<file path="config.mk">
export PLATFORM = sky130hd
export DESIGN_NAME = vreg_bus_ctrl
export DESIGN_NICKNAME = d
export VERILOG_FILES = /design/src/rtl/vreg_pkg.sv /design/src/rtl/rr_arb2.sv /design/src/rtl/vreg_bus_ctrl.sv
export SDC_FILE = /design/constraint.sdc
export NUM_CORES = 1
export LEC_CHECK = 0
export CORE_ASPECT_RATIO = 1.4
export CORE_MARGIN = 5
export CORE_UTILIZATION = 30
export CTS_CLUSTER_SIZE = 10
export DETAILED_ROUTE_END_ITERATION = 7
export HOLD_SLACK_MARGIN = 0.12
export SYNTH_ARGS = -nofsm -noshare
export SYNTH_HDL_FRONTEND = slang
export SYNTH_SLANG_ARGS = --single-unit
</file>
<file path="constraint.sdc">
create_clock -name clk -period 1.8 [get_ports clk]
set_input_delay 0.36 -clock clk [delete_from_list [all_inputs] [get_ports clk]]
set_output_delay 0.36 -clock clk [all_outputs]
set_load 0.05 [all_outputs]
</file>
<file path="src/rtl/vreg_pkg.sv">
// Shared types and constants for the vector-register bus controller.
package vreg_pkg;

    typedef enum logic [1:0] {
        OP_WR  = 2'b00,
        OP_RD  = 2'b01,
        OP_MOV = 2'b10,
        OP_ILL = 2'b11
    } op_e;

    typedef enum logic [1:0] {
        StIdle  = 2'b00,
        StDrive = 2'b01,
        StTurn  = 2'b10
    } state_e;

    localparam logic ID_HOST = 1'b0;
    localparam logic ID_ALU  = 1'b1;

endpackage

</file>
<file path="src/rtl/rr_arb2.sv">
// Two-way round-robin arbiter; the requester not served last wins a tie.
module rr_arb2
    import vreg_pkg::*;
(
    input  logic       clk,
    input  logic       rst_n,
    input  logic [1:0] req,
    input  logic       advance,
    output logic [1:0] gnt
);

    // Requester that wins when both request.
    logic r_prio;

    always_comb begin
        gnt = 2'b00;
        case (req)
            2'b01:   gnt = 2'b01;
            2'b10:   gnt = 2'b10;
            2'b11:   gnt = (r_prio == ID_HOST) ? 2'b01 : 2'b10;
            default: gnt = 2'b00;
        endcase
    end

    always_ff @(posedge clk or negedge rst_n) begin
        if (!rst_n) begin
            r_prio <= ID_HOST;
        end else if (advance) begin
            r_prio <= ~gnt[1];
        end
    end

endmodule

</file>
<file path="src/rtl/vreg_bus_ctrl.sv">
// Shared vector-bus controller: arbitrates host/ALU commands and sequences
// a one-cycle DRIVE followed by a strobe-free TURN cycle.
module vreg_bus_ctrl
    import vreg_pkg::*;
#(
    parameter int unsigned NREG = 8,
    parameter int unsigned IDXW = $clog2(NREG)
) (
    input  logic              clk,
    input  logic              rst_n,
    input  logic [1:0]        req_valid,
    output logic [1:0]        req_ready,
    input  logic [3:0]        req_op,
    input  logic [2*IDXW-1:0] req_src,
    input  logic [2*IDXW-1:0] req_dst,
    output logic [NREG-1:0]   reg_set,
    output logic [NREG-1:0]   reg_en,
    output logic [1:0]        ext_drive,
    output logic [1:0]        ext_capture,
    output logic              done,
    output logic              done_id,
    output logic              err,
    output logic              busy
);

    state_e            r_state, w_state_next;
    op_e               r_op;
    logic [IDXW-1:0]   r_src, r_dst;
    logic              r_id;
    logic [1:0]        w_gnt;
    logic              w_idle, w_hs, w_win;
    logic              w_src_ok, w_dst_ok, w_err;
    logic [NREG-1:0]   w_src_dec, w_dst_dec;

    assign w_idle    = (r_state == StIdle);
    assign req_ready = w_idle ? w_gnt : 2'b00;
    assign w_hs      = |req_ready;
    assign w_win     = req_ready[1];

    rr_arb2 u_arb (
        .clk     (clk),
        .rst_n   (rst_n),
        .req     (req_valid),
        .advance (w_hs),
        .gnt     (w_gnt)
    );

    always_ff @(posedge clk or negedge rst_n) begin
        if (!rst_n) begin
            r_state <= StIdle;
        end else begin
            r_state <= w_state_next;
        end
    end

    always_comb begin
        w_state_next = r_state;
        case (r_state)
            StIdle:  if (w_hs) w_state_next = StDrive;
            StDrive: w_state_next = StTurn;
            StTurn:  w_state_next = StIdle;
            default: w_state_next = StIdle;
        endcase
    end

    // Payload is captured only on handshake, so a waiting requester may churn freely.
    always_ff @(posedge clk or negedge rst_n) begin
        if (!rst_n) begin
            r_op  <= OP_WR;
            r_src <= '0;
            r_dst <= '0;
            r_id  <= ID_HOST;
        end else if (w_hs) begin
            r_op  <= op_e'(w_win ? req_op[3:2] : req_op[1:0]);
            r_src <= w_win ? req_src[2*IDXW-1:IDXW] : req_src[IDXW-1:0];
            r_dst <= w_win ? req_dst[2*IDXW-1:IDXW] : req_dst[IDXW-1:0];
            r_id  <= w_win;
        end
    end

    assign w_src_ok  = 32'(r_src) < NREG;
    assign w_dst_ok  = 32'(r_dst) < NREG;
    assign w_src_dec = NREG'(1) << r_src;
    assign w_dst_dec = NREG'(1) << r_dst;

    always_comb begin
        case (r_op)
            OP_WR:   w_err = !w_dst_ok;
            OP_RD:   w_err = !w_src_ok;
            OP_MOV:  w_err = !(w_src_ok && w_dst_ok);
            default: w_err = 1'b1;
        endcase
    end

    always_comb begin
        reg_set     = '0;
        reg_en      = '0;
        ext_drive   = 2'b00;
        ext_capture = 2'b00;
        done        = 1'b0;
        done_id     = 1'b0;
        err         = 1'b0;
        busy        = !w_idle;
        if (r_state == StDrive) begin
            done    = 1'b1;
            done_id = r_id;
            err     = w_err;
            if (!w_err) begin
                case (r_op)
                    OP_WR: begin
                        reg_set         = w_dst_dec;
                        ext_drive[r_id] = 1'b1;
                    end
                    OP_RD: begin
                        reg_en            = w_src_dec;
                        ext_capture[r_id] = 1'b1;
                    end
                    OP_MOV: begin
                        reg_en  = w_src_dec;
                        reg_set = w_dst_dec;
                    end
                    default: ;
                endcase
            end
        end
    end

endmodule

</file>
==> flow_summary.json, run 1 <==
{
  "setup_viol": 19,
  "route.detailed.drc": 0,
  "syn2layout_area_growth_pct": 144.0,
  "cts.path.max_buffers": 2,
  "drtPass1Iterations": 4,
  "wl_um": 2756,
  "fin_setup_tns_ns": -4.599,
  "ys_ff_latch": 12,
  "place_area_sq_mm": 0.001853,
  "cts_tree": "yes",
  "wl_met1_um": 1055,
  "htree_levels": 1,
  "rsz0062_at_grt": "yes",
  "tightest_slew_ns": 0.5362,
  "final_nets": 195,
  "reg2reg_to": "r_src[2]$_DFFE_PN0P_",
  "dr_wl_met2_um": 1535,
  "multi_input_area_sq_um": 749.5,
  "cts.clk_slew.worst_paths_ns": 0.08,
  "top_layer": "met4",
  "layout_min_cycle_time_ns": 2.131,
  "vias_per_cell": 4.922,
  "final_cell_area_sq_mm": 0.002067,
  "io_pins": 46,
  "ys_types": 26,
  "violations": "negative setup slack",
  "synthArstFlopShare": 1.000,
  "cp-end-kind": "output port",
  "critPathMaxStageDelay_ns": 0.40,
  "max-cap-violations": 0,
  "clk_latency_ns": 0.28,
  "syn_avg_cell_area_sq_um": 8.305,
  "max_slew_margin": 0.6414,
  "cp-start-kind": "flip-flop",
  "grt_max_degree": 13,
  "synth.top_cells.by_count": "inv_1 (13), dfrtp_1 (12), nor2_1 (11)",
  "seq_area_frac_synth": 0.3545,
  "gp_congestion": 0.7765,
  "max_freq_mhz": 469.3,
  "layout_setup_ws_ns": -0.3307,
  "pre_cts_ws_ns": -0.08933,
  "clock_tree.root_cell": "clkbuf_4",
  "final_cells": 206,
  "place_inst": 197,
  "n_antenna_cell": 0,
  "skew_ns": 0.003408,
  "yosys.area.top_type": "dfrtp_1",
  "grt_pass1_vias": 1071,
  "peakVddDrop_mv": 1.178,
  "core_sq_mm": 0.002670,
  "worstHoldPathType": "in2async",
  "cts.sinks": 12,
  "power.density_mw_per_mm2": 1605,
  "dr_wl_met3_um": 140,
  "vias": 1014,
  "hold_viol": 0,
  "r2r_slack_ns": 0.20,
  "synth_area_leaders": "dfrtp_1 (35%), o311ai_1 (7.2%), ha_1 (5.9%)",
  "p_leak_nw": 0.8652,
  "grt_overflow": 0,
  "numCtsBuffers": 3,
  "slew_viol_final": 0,
  "antenna_found_initial": 0,
  "synthesis.nets": 126,
  "ys.flop_type": "dfrtp_1",
  "power_mw": 3.318,
  "cp.required_ns": 1.44,
  "wire_per_inst_um": 13.38,
  "fill_cells": 182,
  "synth_cells": 102,
  "hpwl_um": 2225,
  "dieArea_sq_mm": 0.004001,
  "drt-initial-drc-count": 17,
  "portBuffers": 45,
  "path_class": "reg2out",
  "ant_nets": 0,
  "ys_warn_count": 0,
  "cp_max_fo": 4,
  "die_h_um": 72.87,
  "synth_top_area_share": 0.3545,
  "drive_gt1_frac": 0.5471,
  "synth.most_common_cell": "inv_1",
  "seq_area_sq_um": 300.3,
  "row_count": 22,
  "synth_edf_count": 0,
  "crit_chain": "inv_2 -> ha_4 -> and4bb_4 -> nand2b_4 -> nor3_4 -> buf_12",
  "synth_area_sq_um": 847.1,
  "die-width_um": 54.91,
  "status": "complete, but fails checks",
  "slowest_stage": "dfrtp_1",
  "period_share": 1.184,
  "reg2reg_from": "r_state[1]$_DFFE_PN0P_",
  "grtUsageTotal": 0.1515,
  "arrival_ns": 1.77,
  "reg2reg_depth": 6,
  "start_util": 0.3172,
  "grt_pass1_wl_um": 4643
}
==> state kept, by name, indices dropped and copies added, names as in the netlist <==
| signal | count |
|---|---|
| u_arb.r_prio | 1 |
| r_id | 1 |
| r_state | 2 |
| r_op | 2 |
| r_dst | 3 |
| r_src | 3 |
==> placed cells by master, fill, tap and decap left out <==
cell,count
o21bai_2,1
nor2b_4,1
o311ai_1,7
nor2b_1,1
nor3_4,8
and4bb_4,1
clkbuf_4,3
buf_4,17
o21ai_1,2
clkinvlp_4,1
nor2_1,1
nand2b_1,4
clkbuf_8,1
and2_4,3
and3b_1,1
nand2b_4,1
a21o_1,1
nor3b_4,2
inv_2,2
nand2_4,3
or2_4,1
clkdlybuf4s50_1,19
mux2i_1,1
ha_2,3
o21ai_0,8
o311ai_2,1
and3_4,2
a21oi_4,1
inv_1,10
nand2_1,2
buf_12,26
ha_4,1
dfrtp_1,12
nor2_4,10
buf_6,4
nand3_1,8
==> stage by stage <==
stage,hold WS [ns],util
finish,0.4224,0.7741
global route,0.4624,0.7741
CTS,0.4631,0.7413
detailed placement,0.5089,0.6940
global placement,0.4950,0.6940
floorplan,0.06441,-
==> worst max path at each step <==
stage | from | end | slack (ns) | depth (start not counted)
after floorplan | r_op[1]$_DFFE_PN0P_ | reg_set[2] | -0.13 | 5
after global placement | r_op[1]$_DFFE_PN0P_ | reg_en[0] | -0.04 | 6
after detailed placement | r_op[0]$_DFFE_PN0P_ | reg_en[0] | -0.09 | 6
after CTS | r_op[0]$_DFFE_PN0P_ | reg_en[4] | -0.31 | 6
after global routing | r_op[1]$_DFFE_PN0P_ | reg_en[0] | -0.40 | 6
final | r_op[1]$_DFFE_PN0P_ | reg_en[0] | -0.33 | 6
==> cell families (layout without fill, tap and decap cells) <==
logic type	after synthesis	in the layout	share of synthesized area
AND/OR/NAND/NOR	49	49	0.3235
AO/OA/AOI/OAI	21	21	0.1743
buffers and inverters	15	83	0.07681
flip-flops	12	12	0.3545
adder cells (fa/ha/maj)	4	4	0.05909
multiplexers	1	1	0.01182
==> critical path: cells and delay by family, from the launching register on <==
kind                     cells  cell delay, ns
buffers and inverters        2            0.23
adder cells (fa/ha/maj)      1            0.26
flip-flops                   1            0.40
AND/OR/NAND/NOR              3            0.60
==> area by class of cell <==
cell class | count | area share
Timing Repair Buffer | 66 | 0.4274
Multi-Input combinational cell | 75 | 0.3626
Sequential cell | 12 | 0.1453
Inverter | 13 | 0.02542
Tap cell | 36 | 0.02179
Clock buffer | 4 | 0.01755
==> report_power, final <==
group / switching, mW / total [mW] / internal (mW) / leakage [nW]
Sequential: 0.188 / 0.598 / 0.411 / 0.144
Combinational: 1.32 / 2.50 / 1.18 / 0.700
Clock: 0.0967 / 0.220 / 0.123 / 0.0210
==> layer usage <==
layer / global-route usage / up-vias
met5: 0 / -
met4: 0.04595 / 0
li1: - / 497
met2: 0.2684 / 39
met3: 0.02045 / 3
met1: 0.1824 / 475
==> repair_timing <==
action,4_1_cts,5_1_grt
pin swaps,10,13
resized for setup,20,15
hold buffers,0,0
setup buffers,3,4
endpoints found under the hold margin,0,0
endpoints found under the setup margin,20,25
No activity file was read; power rests on OpenSTA's default activity.
==> run 2, diff against run 1 <==
--- a/config.mk
+++ b/config.mk
@@ -5,12 +5,16 @@
 export SDC_FILE = /design/constraint.sdc
 export NUM_CORES = 1
 export LEC_CHECK = 0
+export ABC_AREA = 1
+export CELL_PAD_IN_SITES_DETAIL_PLACEMENT = 0
+export CELL_PAD_IN_SITES_GLOBAL_PLACEMENT = 1
 export CORE_ASPECT_RATIO = 1.4
 export CORE_MARGIN = 5
-export CORE_UTILIZATION = 30
+export CORE_UTILIZATION = 27
 export CTS_CLUSTER_SIZE = 10
 export DETAILED_ROUTE_END_ITERATION = 7
 export HOLD_SLACK_MARGIN = 0.12
+export PLACE_DENSITY_LB_ADDON = 0.1
 export SYNTH_ARGS = -nofsm -noshare
 export SYNTH_HDL_FRONTEND = slang
 export SYNTH_SLANG_ARGS = --single-unit
==> run 2 against run 1 <==
Compared with the run above:
- the flow still finishes with violations (negative setup slack)
- wire length fell by 4.9%
- clock-buffer cell count fell by 1
- clock skew barely moved
- flip-flop and latch count did not move
- first-iteration DRC count rose by 5.9%
- core utilization fell by 15 points
- maximum frequency rose by 16%
- sequential power barely moved
- global-route usage fell by 3.6 points
- critical path type unchanged
- critical endpoint is now reg_set[2]
- highest routed layer unchanged
==> flow_summary.json, run 2 <==
{
  "htree_levels": 1,
  "synthArstFlopShare": 1.000,
  "gp_congestion": 0.7560,
  "cp-end-kind": "output port",
  "ys.flop_type": "dfrtp_1",
  "grt_max_degree": 13,
  "worstHoldPathType": "in2async",
  "synth.top_cells.by_count": "inv_1 (33), nand2_1 (26), nor2_1 (19)",
  "path_buf_inv": 2,
  "peakVddDrop_mv": 1.052,
  "critPathTopFamily": "simple AND/OR/NAND/NOR gates",
  "status": "complete, but fails checks",
  "synth_cells": 139,
  "critPathMaxStageDelay_ns": 0.40,
  "drive_gt1_frac": 0.5050,
  "tightest_slew_ns": 0.4968,
  "cts_tree": "yes",
  "layout_setup_ws_ns": -0.04254,
  "vias_per_cell": 4.188,
  "cts.clk_slew.worst_paths_ns": 0.05,
  "synth_top_area_share": 0.3093,
  "max_slew_margin": 0.6678,
  "skew_ns": 0.003809,
  "ys_types": 21,
  "ys_ff_latch": 12,
  "synth.most_common_cell": "inv_1",
  "p_leak_nw": 0.9472,
  "yosys.area.top_type": "dfrtp_1",
  "vias": 1005,
  "crit_chain": "inv_2 -> ha_2 -> or2_4 -> nand3_4 -> nor2_4 -> buf_12",
  "layout_min_cycle_time_ns": 1.843,
  "syn_avg_cell_area_sq_um": 6.985,
  "path_class": "reg2out",
  "violations": "negative setup slack",
  "layout_commonest_cell": "inv_1",
  "synth_edf_count": 0,
  "cp.required_ns": 1.44,
  "portBuffers": 45,
  "cp-start-kind": "flip-flop",
  "hold_viol": 0,
  "grt_pass1_wl_um": 4436,
  "place_area_sq_mm": 0.001833,
  "synthesis.nets": 163,
  "dieArea_sq_mm": 0.004912,
  "syn2layout_area_growth_pct": 120.4,
  "die_h_um": 80.96,
  "hpwl_um": 2214,
  "seq_area_frac_synth": 0.3093,
  "grt_pass1_vias": 1048,
  "synth_area_sq_um": 970.9,
  "grt_overflow": 0,
  "numCtsBuffers": 3,
  "fin_setup_tns_ns": -0.5312,
  "max-cap-violations": 0,
  "final_cell_area_sq_mm": 0.002140,
  "most-common-layout-cells": "inv_1 (27), nand2_1 (25), buf_12 (25)",
  "grtUsageTotal": 0.1151,
  "slowest_stage": "dfrtp_1",
  "post-route-util": 0.6218,
  "setup_viol": 14,
  "wl_um": 2621,
  "rsz0062_at_grt": "yes",
  "core_sq_mm": 0.003441,
  "clock_tree.root_cell": "clkbuf_8",
  "slew_viol_final": 0,
  "cts.sinks": 12,
  "fin_hold_ws_ns": 0.4652,
  "max_freq_mhz": 542.7,
  "row_count": 25,
  "antenna_found_initial": 0,
  "io_pins": 46,
  "route.detailed.drc": 0,
  "period_share": 1.024,
  "ys_warn_count": 0,
  "wire_per_inst_um": 10.92,
  "final_nets": 226,
  "arrival_ns": 1.48,
  "die-width_um": 60.68,
  "drt-initial-drc-count": 18,
  "n_antenna_cell": 0,
  "start_util": 0.2822,
  "biggestRegsByFlops": "r_dst: 3 flops, r_src: 3 flops",
  "power.density_mw_per_mm2": 1589,
  "cp_max_fo": 4,
  "synth_area_leaders": "dfrtp_1 (31%), inv_1 (13%), nand2_1 (10%)",
  "hold_buffers": 0,
  "cts.path.max_buffers": 2,
  "drtPass1Iterations": 4,
  "ant_nets": 0,
  "clk_latency_ns": 0.23
}
## run 2: path summary, 6_finish.rpt
check	endpoint	start	slack, ns	depth (start not counted)
max	reg_set[2]	r_op[0]$_DFFE_PN0P_	-0.04	6
min	r_state[0]$_DFFE_PN0P_	rst_n	0.47	1
max reg2reg	r_src[1]$_DFFE_PN0P_	r_state[1]$_DFFE_PN0P_	0.58	6
min reg2reg	u_arb.r_prio$_DFFE_PN0P_	u_arb.r_prio$_DFFE_PN0P_	0.55	2
max in group asynchronous	r_src[0]$_DFFE_PN0P_	rst_n	1.00	1
min in group clk	u_arb.r_prio$_DFFE_PN0P_	u_arb.r_prio$_DFFE_PN0P_	0.55	2
## run 2: routing by layer
metal / GRT usage / wire length [um] / vias up
met5: 0 / 0 / -
met4: 0.05640 / 30 / 0
met3: 0.01431 / 117 / 2
met2: 0.2184 / 1554 / 29
met1: 0.1187 / 919 / 429
li1: - / - / 545
## run 2: cell type report
type,count,area (sq um)
clock buffers,3,41.29
fillers,316,1301
inverters,35,136.4
multi-input cells,90,789.5
flip-flops and latches,12,300.3
well taps,40,50.05
repair buffers,60,822.0
## run 2: through the flow
stage	worst slack, ns	std cells	total power, mW
detailed placement	0.03651	231	2.597
finish	-0.04254	240	3.400
global route	-0.1283	240	3.646
floorplan	-0.2845	139	1.850
global placement	0.08118	231	2.563
CTS	-0.06086	240	3.184
## run 2: report_power, final
group | switching (mW) | total [mW] | internal, mW
Sequential | 0.187 | 0.597 | 0.409
Combinational | 1.52 | 2.58 | 1.06
Clock | 0.0788 | 0.225 | 0.146
## run 2: logic make-up (layout without fill, tap and decap cells)
family	Yosys count	count (layout)	share of synthesized area
compound gates	3	3	0.03093
fa+ha+maj	4	4	0.05155
buf+inv	37	98	0.1637
flops	12	12	0.3093
simple gates	83	83	0.4446
## run 2: what timing repair did
action	in CTS	in global routing
setup buffers	6	0
cloned	0	0
setup endpoints to repair	20	22
gates resized for setup	24	26
pin swaps	10	8
## run 2: worst reg2reg max path, stage by stage (launching register included)
cell and delay (ns):
dfrtp_1 0.38, buf_4 0.14, nor2_4 0.17, buf_4 0.20, nand3_1 0.10, nand3_2 0.08
nand2_1 0.05
==> run 3, diff against run 2 <==
--- a/config.mk
+++ b/config.mk
@@ -18,3 +18,4 @@
 export SYNTH_ARGS = -nofsm -noshare
 export SYNTH_HDL_FRONTEND = slang
 export SYNTH_SLANG_ARGS = --single-unit
+export TNS_END_PERCENT = 50
==> run 3 against run 2 <==
Compared with the run above:
- die area is the same
- core utilization shrank 4.7 points
- wire length decreased by 3.0%
- first-iteration DRC count decreased by 33%
- largest power group unchanged
- hold slack improved by 0.0059 ns
- combinational power shrank 13%
- clock-buffer cell count stayed put
- the flow still finishes with violations (negative setup slack)
==> flow_summary.json, run 3 (synthesis results as in run 2) <==
{
  "grt_max_degree": 13,
  "pre_cts_ws_ns": 0.04656,
  "drtPass1Iterations": 4,
  "max_freq_mhz": 530.1,
  "die_h_um": 80.96,
  "wl_um": 2542,
  "p_sw_frac": 0.5160,
  "hpwl_um": 2193,
  "die-width_um": 60.68,
  "core_sq_mm": 0.003441,
  "hold_buffers": 0,
  "hold_viol": 0,
  "arrival_ns": 1.53,
  "wire_per_inst_um": 10.73,
  "crit_chain": "inv_2 -> ha_4 -> nand3b_1 -> nor2_2 -> buf_12",
  "period_share": 1.048,
  "cp-start-kind": "flip-flop",
  "cts.clk_slew.worst_paths_ns": 0.05,
  "grt_overflow": 0,
  "setup_viol": 17,
  "dieArea_sq_mm": 0.004912,
  "p_leak_nw": 0.9234,
  "fin_setup_tns_ns": -1.079,
  "critPathMaxStageDelay_ns": 0.40,
  "cp.required_ns": 1.44,
  "tightest_slew_ns": 0.5078,
  "cts_tree": "yes",
  "clock_tree.root_cell": "clkbuf_8",
  "status": "complete, but fails checks",
  "n_antenna_cell": 0,
  "vias": 1012,
  "cts.sinks": 12,
  "critPathTopFamily": "flip-flops",
  "slew_viol_final": 0,
  "path_buf_inv": 2,
  "clk_latency_ns": 0.23,
  "cp-end-kind": "output port",
  "grtUsageTotal": 0.1186,
  "most-common-layout-cells": "inv_1 (30), nand2_1 (26), buf_12 (25)",
  "max_slew_margin": 0.6604,
  "grt_pass1_vias": 1042,
  "syn2layout_area_growth_pct": 103.6,
  "io_pins": 46,
  "ant_nets": 0,
  "cp_max_fo": 4,
  "slowest_stage": "dfrtp_1",
  "numCtsBuffers": 3,
  "portBuffers": 45,
  "htree_levels": 1,
  "power.density_mw_per_mm2": 1532,
  "peakVddDrop_mv": 0.7429,
  "route.detailed.drc": 0,
  "layout_min_cycle_time_ns": 1.886,
  "layout_commonest_cell": "inv_1",
  "drive_gt1_frac": 0.4365,
  "biggestRegsByFlops": "r_dst: 3 flops, r_src: 3 flops",
  "seq_power_share": 0.187,
  "vias_per_cell": 4.270,
  "p_comb_frac": 0.739,
  "gp_congestion": 0.7764,
  "final_nets": 223,
  "drt-initial-drc-count": 12,
  "skew_ns": 0.001256,
  "grt_pass1_wl_um": 4554,
  "layout_setup_ws_ns": -0.08626,
  "clock_power_share": 0.075,
  "intPower_mw": 1.466,
  "violations": "negative setup slack",
  "switchingPower_mw": 1.563,
  "cts.path.max_buffers": 2,
  "rsz0062_at_grt": "yes",
  "worstHoldPathType": "in2async",
  "max-cap-violations": 0,
  "path_class": "reg2out",
  "start_util": 0.2822,
  "row_count": 25,
  "antenna_found_initial": 0
}
[run 3: cell types whose count changed in the layout (fill, tap and decap cells not counted), moves of 3 or more]
cell and delta:
nand3_1 +3, nor2_2 +9, nor2_1 +4, inv_1 +3, nor2_4 -13, nand3_4 -4
[run 3: cell type report]
| class | count | area, sq um |
|---|---|---|
| tap | 40 | 50.05 |
| inverter | 35 | 133.9 |
| sequential | 12 | 300.3 |
| multi-input combinational | 90 | 659.4 |
| fill | 328 | 1464 |
| timing repair buffer | 57 | 792.0 |
| clock buffer | 3 | 41.29 |
[run 3: final timing paths]
| check | startpoint | to | slack [ns] | depth (start not counted) |
|---|---|---|---|---|
| max | r_op[0]$_DFFE_PN0P_ | reg_en[3] | -0.09 | 5 |
| min | rst_n | r_state[0]$_DFFE_PN0P_ | 0.47 | 1 |
| max reg2reg | r_state[1]$_DFFE_PN0P_ | r_src[1]$_DFFE_PN0P_ | 0.64 | 5 |
| min reg2reg | r_src[2]$_DFFE_PN0P_ | r_src[2]$_DFFE_PN0P_ | 0.50 | 2 |
| max in group asynchronous | rst_n | r_dst[2]$_DFFE_PN0P_ | 0.99 | 1 |
| min in group clk | r_src[2]$_DFFE_PN0P_ | r_src[2]$_DFFE_PN0P_ | 0.50 | 2 |
[run 3: per-layer routing]
| layer | track usage | share of wire | routed length (um) |
|---|---|---|---|
| met5 | 0 | 0 | 0 |
| met4 | 0.05206 | 0.013 | 34 |
| met3 | 0.006359 | 0.059 | 150 |
| met2 | 0.2302 | 0.59 | 1496 |
| met1 | 0.1252 | 0.34 | 862 |
[run 3: power by group through the flow]
stage / clock (mW) / combinational [mW] / sequential, mW
after floorplan: 0 / 1.27 / 0.520
after global placement: 0 / 1.94 / 0.538
after detailed placement: 0 / 1.96 / 0.551
after CTS: 0.233 / 2.20 / 0.558
after global routing: 0.248 / 2.43 / 0.589
final: 0.226 / 2.24 / 0.566
[run 3: repair_timing]
| item | CTS | global route |
|---|---|---|
| gates resized for setup | 23 | 5 |
| setup endpoints to repair | 19 | 20 |
| hold endpoints to repair | 0 | 0 |
| pin swaps | 9 | 4 |
| setup buffers | 3 | 1 |
[run 3: stage by stage]
stage	cells	power (mW)	hold WS, ns	utilization	cell area, sq um
global placement	230	2.483	0.4810	0.5204	1790
finish	237	3.029	0.4711	0.5745	1977
detailed placement	230	2.515	0.4920	0.5204	1790
global route	237	3.272	0.5231	0.5745	1977
CTS	236	2.990	0.4848	0.5651	1944
floorplan	139	1.791	0.06441	-	1007
